`src/rtl/dfe_pkg.sv`:
```
// Shared constants for the DFE CIC decimator, used by both the integrator and comb stages.
package dfe_pkg;
    localparam int DFE_I_BW       = 8;
    localparam int DFE_O_BW       = 16;
    localparam int DFE_DECIM_RATE = 250;
    localparam int DFE_CNT_W      = $clog2(DFE_DECIM_RATE);

    // Two's-complement add overflow: operands agree in sign, result does not.
    function automatic logic add_ovf(input logic a_msb, input logic b_msb, input logic s_msb);
        return (a_msb == b_msb) && (s_msb != a_msb);
    endfunction
endpackage

```
`src/rtl/integrator_decim_if.sv`:
```
// Sample stream into the integrator and decimated stream out of it.
interface integrator_decim_if import dfe_pkg::*; #(
    parameter int I_BW = DFE_I_BW,
    parameter int O_BW = DFE_O_BW
);
    logic [I_BW-1:0] data_i;
    logic            valid_i;
    logic [O_BW-1:0] data_o;
    logic            valid_o;
    logic            ovf_o;

    modport master (output data_i, output valid_i, input data_o, input valid_o, input ovf_o);
    modport slave  (input data_i, input valid_i, output data_o, output valid_o, output ovf_o);
endinterface

```
`src/rtl/integ_decim_ctr.sv`:
```
// Decimation phase counter: counts 0..RATE-1 on inc, clr zeroes it; wrap_o flags the terminal count.
module integ_decim_ctr import dfe_pkg::*; #(
    parameter int RATE  = DFE_DECIM_RATE,
    parameter int CNT_W = $clog2(RATE)
) (
    input  logic clk_i,
    input  logic rst_n_i,
    input  logic inc,
    input  logic clr,
    output logic wrap_o
);
    localparam logic [CNT_W-1:0] CNT_LAST = CNT_W'(RATE - 1);

    logic [CNT_W-1:0] cnt_q;
    logic [CNT_W-1:0] cnt_d;

    assign wrap_o = (cnt_q == CNT_LAST);

    always_comb begin
        cnt_d = cnt_q;
        if (clr) begin
            cnt_d = '0;
        end else if (inc) begin
            cnt_d = wrap_o ? '0 : cnt_q + CNT_W'(1);
        end
    end

    always_ff @(posedge clk_i or negedge rst_n_i) begin
        if (!rst_n_i) begin
            cnt_q <= '0;
        end else begin
            cnt_q <= cnt_d;
        end
    end
endmodule

```
`src/rtl/integrator_decim.sv`:
```
// CIC integrator with decimated output: wrapping accumulator, one output every DECIM_RATE accepts.
// Optional sticky overflow flag built only when INTEG_OVF_FLAG_EN is defined.
module integrator_decim import dfe_pkg::*; #(
    parameter int I_BW       = DFE_I_BW,
    parameter int O_BW       = DFE_O_BW,
    parameter int DECIM_RATE = DFE_DECIM_RATE
) (
    input  logic               clk_i,
    input  logic               rst_n_i,
    input  logic               en_i,
    integrator_decim_if.slave  bus
);
    logic signed [I_BW-1:0] din;
    logic [O_BW-1:0]        din_ext;
    logic [O_BW-1:0]        sum;
    logic [O_BW-1:0]        acc_q, acc_d;
    logic [O_BW-1:0]        data_q, data_d;
    logic                   valid_q, valid_d;
    logic                   accept;
    logic                   wrap;

    assign din     = bus.data_i;
    assign din_ext = O_BW'(din);
    // Wraps modulo 2^O_BW on purpose; the comb stages cancel it downstream.
    assign sum     = acc_q + din_ext;
    assign accept  = en_i & bus.valid_i;

    integ_decim_ctr #(.RATE(DECIM_RATE)) u_ctr (
        .clk_i   (clk_i),
        .rst_n_i (rst_n_i),
        .inc     (accept),
        .clr     (~en_i),
        .wrap_o  (wrap)
    );

    always_comb begin
        acc_d   = acc_q;
        data_d  = data_q;
        valid_d = 1'b0;
        if (!en_i) begin
            acc_d  = '0;
            data_d = '0;
        end else if (bus.valid_i) begin
            acc_d = sum;
            if (wrap) begin
                data_d  = sum;
                valid_d = 1'b1;
            end
        end
    end

    always_ff @(posedge clk_i or negedge rst_n_i) begin
        if (!rst_n_i) begin
            acc_q   <= '0;
            data_q  <= '0;
            valid_q <= 1'b0;
        end else begin
            acc_q   <= acc_d;
            data_q  <= data_d;
            valid_q <= valid_d;
        end
    end

    assign bus.data_o  = data_q;
    assign bus.valid_o = valid_q;

`ifdef INTEG_OVF_FLAG_EN
    logic ovf_q, ovf_d;

    always_comb begin
        ovf_d = ovf_q;
        if (!en_i) begin
            ovf_d = 1'b0;
        end else if (accept && add_ovf(acc_q[O_BW-1], din_ext[O_BW-1], sum[O_BW-1])) begin
            ovf_d = 1'b1;
        end
    end

    always_ff @(posedge clk_i or negedge rst_n_i) begin
        if (!rst_n_i) begin
            ovf_q <= 1'b0;
        end else begin
            ovf_q <= ovf_d;
        end
    end

    assign bus.ovf_o = ovf_q;
`else
    assign bus.ovf_o = 1'b0;
`endif
endmodule

```
`src/flat_wrapper.sv`:
```
// flat-port wrapper written by rule: the top's interface ports become plain ports
module integrator_decim_flat import dfe_pkg::*;
#(
    parameter int I_BW       = DFE_I_BW,
    parameter int O_BW       = DFE_O_BW,
    parameter int DECIM_RATE = DFE_DECIM_RATE
)
  (clk_i, rst_n_i, en_i, bus_data_i, bus_valid_i, bus_data_o, bus_valid_o, bus_ovf_o);
  integrator_decim_if #(.I_BW(I_BW), .O_BW(O_BW)) bus_i ();
  input  logic clk_i;
  input  logic rst_n_i;
  input  logic en_i;
  input wire logic [$bits(bus_i.data_i)-1:0] bus_data_i;
  input wire logic [$bits(bus_i.valid_i)-1:0] bus_valid_i;
  output wire logic [$bits(bus_i.data_o)-1:0] bus_data_o;
  output wire logic [$bits(bus_i.valid_o)-1:0] bus_valid_o;
  output wire logic [$bits(bus_i.ovf_o)-1:0] bus_ovf_o;
  assign bus_i.data_i = bus_data_i;
  assign bus_i.valid_i = bus_valid_i;
  assign bus_data_o = bus_i.data_o;
  assign bus_valid_o = bus_i.valid_o;
  assign bus_ovf_o = bus_i.ovf_o;
  integrator_decim #(.I_BW(I_BW), .O_BW(O_BW), .DECIM_RATE(DECIM_RATE)) u_core (.clk_i(clk_i), .rst_n_i(rst_n_i), .en_i(en_i), .bus(bus_i));
endmodule
```
`config.mk`:
```
export PLATFORM = sky130hd
export DESIGN_NAME = integrator_decim_flat
export DESIGN_NICKNAME = d
export VERILOG_FILES = /design/src/rtl/dfe_pkg.sv /design/src/rtl/integrator_decim_if.sv /design/src/rtl/integ_decim_ctr.sv /design/src/rtl/integrator_decim.sv /design/src/flat_wrapper.sv
export SDC_FILE = /design/constraint.sdc
export NUM_CORES = 1
export LEC_CHECK = 0
export CAP_MARGIN = 30
export CORE_UTILIZATION = 45
export DETAILED_ROUTE_END_ITERATION = 7
export PLACE_DENSITY = 0.66
export SETUP_SLACK_MARGIN = 0.05
export SLEW_MARGIN = 20
export SYNTH_ARGS = -nofsm -noshare
export SYNTH_HDL_FRONTEND = slang
export SYNTH_SLANG_ARGS = --single-unit
```
`constraint.sdc`:
```
create_clock -name clk_i -period 3.4 [get_ports clk_i]
set_input_delay 0.68 -clock clk_i [delete_from_list [all_inputs] [get_ports clk_i]]
set_output_delay 0.68 -clock clk_i [all_outputs]
set_load 0.1 [all_outputs]
```
==> run summary <==
Antenna Violating Nets Remaining: 0
Final nets: 339
Setup TNS: 0 ns
Synth unique cells: 52
Number of global-route vias before repair: 2,020
Via count: 2,141
Hold Violations, Final: 0
Synth Flop Type: dfrtp_1
Slew Limit Fails: 0
Final setup violating endpoints: 0
Post-synthesis sequential area ratio: 40.4%
Leakage: 1.42 nW
N_diodes: 0
Worst endpoint required time: 3.62 ns
Crit Path Max Fanout: 11
Final min period: 2.85 ns
Core Area: 5470 µm²
Initial Util: 46.5%
Pin count of the biggest net entering global routing: 42
Maximum VDD drop: 253 µV
Cell taking the most area after synthesis: dfrtp_1
Post-synthesis mux area share: 3.15%
Final Wtd Congestion: 0.815
Sequential power share: 44.4%
Combinational power share: 28.9%
CTS Buffer Depth: 2
Postcts setup bufs: 0
Port Buffers: 28
H-tree depth: 2
Synthesis Warnings: 0
Initial DRC count: 97
CTS tree: built
Clock power frac: 26.8%
Area grow syn2layout: 17.9%
Simple-gate share of the synthesized area: 20.0%
Fraction of power spent switching nets: 31.5%
Total GRT Usage: 19.9%
Congestion Overflow GR: 0
Pwr Total: 1.20 mW
Final period util: 83.8%
WL per Instance: 14.8 µm
Num rows: 27
CTS resizes: 0
Post-synthesis net count: 307
Kind of critical path: input port to register
PD cells: 402 nW/µm²
Post-synthesis adder-cell area fraction: 9.15%
Fin Hold WS: 0.340 ns
Achievable Freq: 0.351 GHz
Post-synth EDFFs: 0
Die width: 77.2 µm
Clock latency on the worst-skew pair: 0.29 ns
Cell Area, Synth: 2540 µm²
Main combinational cell family by area after synthesis: simple AND/OR/NAND/NOR gates
Crit. End Element: register
Die span in y: 77.2 µm
#FFs+latches synth: 41
Sink Count: 41
Slew HR: 35.6%
Skew final: 0.00506 ns
WP data arrival: 3.07 ns
RSZ-0062 raised after global routing: false
Max cap viols: 0
Sw Pwr: 379 µW
Ranking of synthesized cells by area: dfrtp_1, ha_1, nand2_1
# fillers: 532
Antenna violations before repair: 0
Layout cells sized above 1: 13.9%
CP Launch Type: input port
Routed wire length: 5.65 mm
Synth top area share: 40.4%
First-pass GRT wire length: 9.36 mm
Syn avg cell area: 9.18 µm²
Synth Area in Compound Gates: 19.4%
Post-cts hold buffer count: 0
Min-delay worst type: input port to asynchronous set/reset pin
Synth Area in XOR/XNOR: 4.33%
Clock buffer count from CTS: 5
Async S/R FF share, synth: 100%
Synthesized instance count: 277
Post-DP HPWL: 3.97 mm
Die area: 5950 µm²
Tightest Pin Transition: 0.964 ns
Drt pass-1 iters: 5
Reg clk slew, reported paths: 0.07 ns
Vias per cell: 5.62
I/O pin cnt: 30
DRC errors left: 0
Reg2Reg Setup Slack: 1.12 ns
Root buf cell: clkbuf_8
Outcome: complete, no violations
Internal: 825 µW
layer usage:
metal  GRT usage (%)  routed length, µm
met1            25.1               2660
met2            34.2               2760
met3            3.93                171
met4            6.04                 59
met5               0                  0
cell families after synthesis:
| logic type | after synthesis |
|---|---|
| simple gates | 103 |
| flops | 41 |
| mux | 8 |
| compound gates | 74 |
| xor+xnor | 11 |
| other cells | 1 |
| buf+inv | 21 |
| fa+ha+maj | 18 |
layout make-up:
class / count / area, µm² / share of cell area, %
Multi-Input combinational cell: 215 / 1430 / 47.7
Sequential cell: 41 / 1030 / 34.2
Timing Repair Buffer: 37 / 333 / 11.1
Tap cell: 72 / 90.1 / 3.01
Clock buffer: 7 / 86.3 / 2.88
Inverter: 9 / 33.8 / 1.13
critical path, stage by stage:
cell             delay [ns]
clkdlybuf4s50_1        0.40
buf_4                  0.19
ha_1                   0.42
and4_1                 0.26
nand4_1                0.13
a211oi_1               0.45
nor2_1                 0.10
a211oi_2               0.25
mux2i_1                0.20
flip-flops by register name, summed over array words and instances, names as in the netlist:
register / cells
u_core.acc_q: 16
u_core.bus.data_o: 16
u_core.u_ctr.cnt_q: 8
u_core.bus.valid_o: 1
Yosys cell counts (2+ instances only):
cell type,count
nor3_1,4
or3_1,5
buf_2,4
nand4_1,3
ha_1,17
o21a_1,3
inv_1,8
mux2i_1,8
o2111ai_1,2
xnor2_1,3
nand2b_1,2
buf_1,3
xor2_1,7
clkbuf_1,4
a21oi_1,27
o21ai_0,14
o211a_1,2
o31a_1,2
nand2_1,38
dfrtp_1,41
a21o_1,6
or4_1,2
a31oi_1,2
a211oi_1,4
nor2_1,18
and3_1,5
o211ai_1,2
nand3_1,17
worst paths after layout:
check                                        startpoint                                end  cells after the start
setup reg to reg            u_core.acc_q[1]$_DFFE_PN0P_  u_core.bus.data_o[13]$_DFFE_PN0P_                      7
setup / recovery                          bus_data_i[7]       u_core.acc_q[15]$_DFFE_PN0P_                      9
hold reg to reg            u_core.acc_q[11]$_DFFE_PN0P_       u_core.acc_q[11]$_DFFE_PN0P_                      2
hold / removal                                  rst_n_i       u_core.bus.valid_o$_DFF_PN0_                      1
max in group asynchronous                       rst_n_i       u_core.acc_q[13]$_DFFE_PN0P_                      2
min in group clk_i         u_core.acc_q[11]$_DFFE_PN0P_       u_core.acc_q[11]$_DFFE_PN0P_                      2
layout by cell type, fill, tap and decap left out, types with 3 or more instances in the layout:
cell,n
ha_1,17
a21oi_1,27
o21ai_0,14
and3_1,5
clkbuf_8,6
a211oi_1,4
a21o_1,6
clkdlybuf4s50_1,15
mux2i_1,8
nand3_1,17
dfrtp_1,41
nor3_1,4
nand2_1,38
o21a_1,3
nor2_1,18
or3_1,5
xor2_1,7
nand4_1,3
buf_4,20
inv_1,8
xnor2_1,3
power by group through the flow:
| stage | sequential [mW] | clock [mW] | combinational [mW] |
|---|---|---|---|
| detailed placement | 0.543 | 0 | 0.341 |
| CTS | 0.534 | 0.333 | 0.343 |
| finish | 0.534 | 0.322 | 0.348 |
| global placement | 0.542 | 0 | 0.335 |
| floorplan | 0.538 | 0 | 0.254 |
| global route | 0.537 | 0.350 | 0.385 |
stage by stage:
| stage | instances | setup slack, ns | cell area, µm² | utilization (%) |
|---|---|---|---|---|
| floorplan | 277 | 0.969 | 2540 | - |
| global placement | 373 | 0.237 | 2880 | 52.7 |
| detailed placement | 373 | 0.244 | 2880 | 52.7 |
| CTS | 380 | 0.559 | 2970 | 54.3 |
| global route | 381 | 0.348 | 3000 | 54.8 |
| finish | 381 | 0.552 | 3000 | 54.8 |
Power figures use the tool's default switching activity.
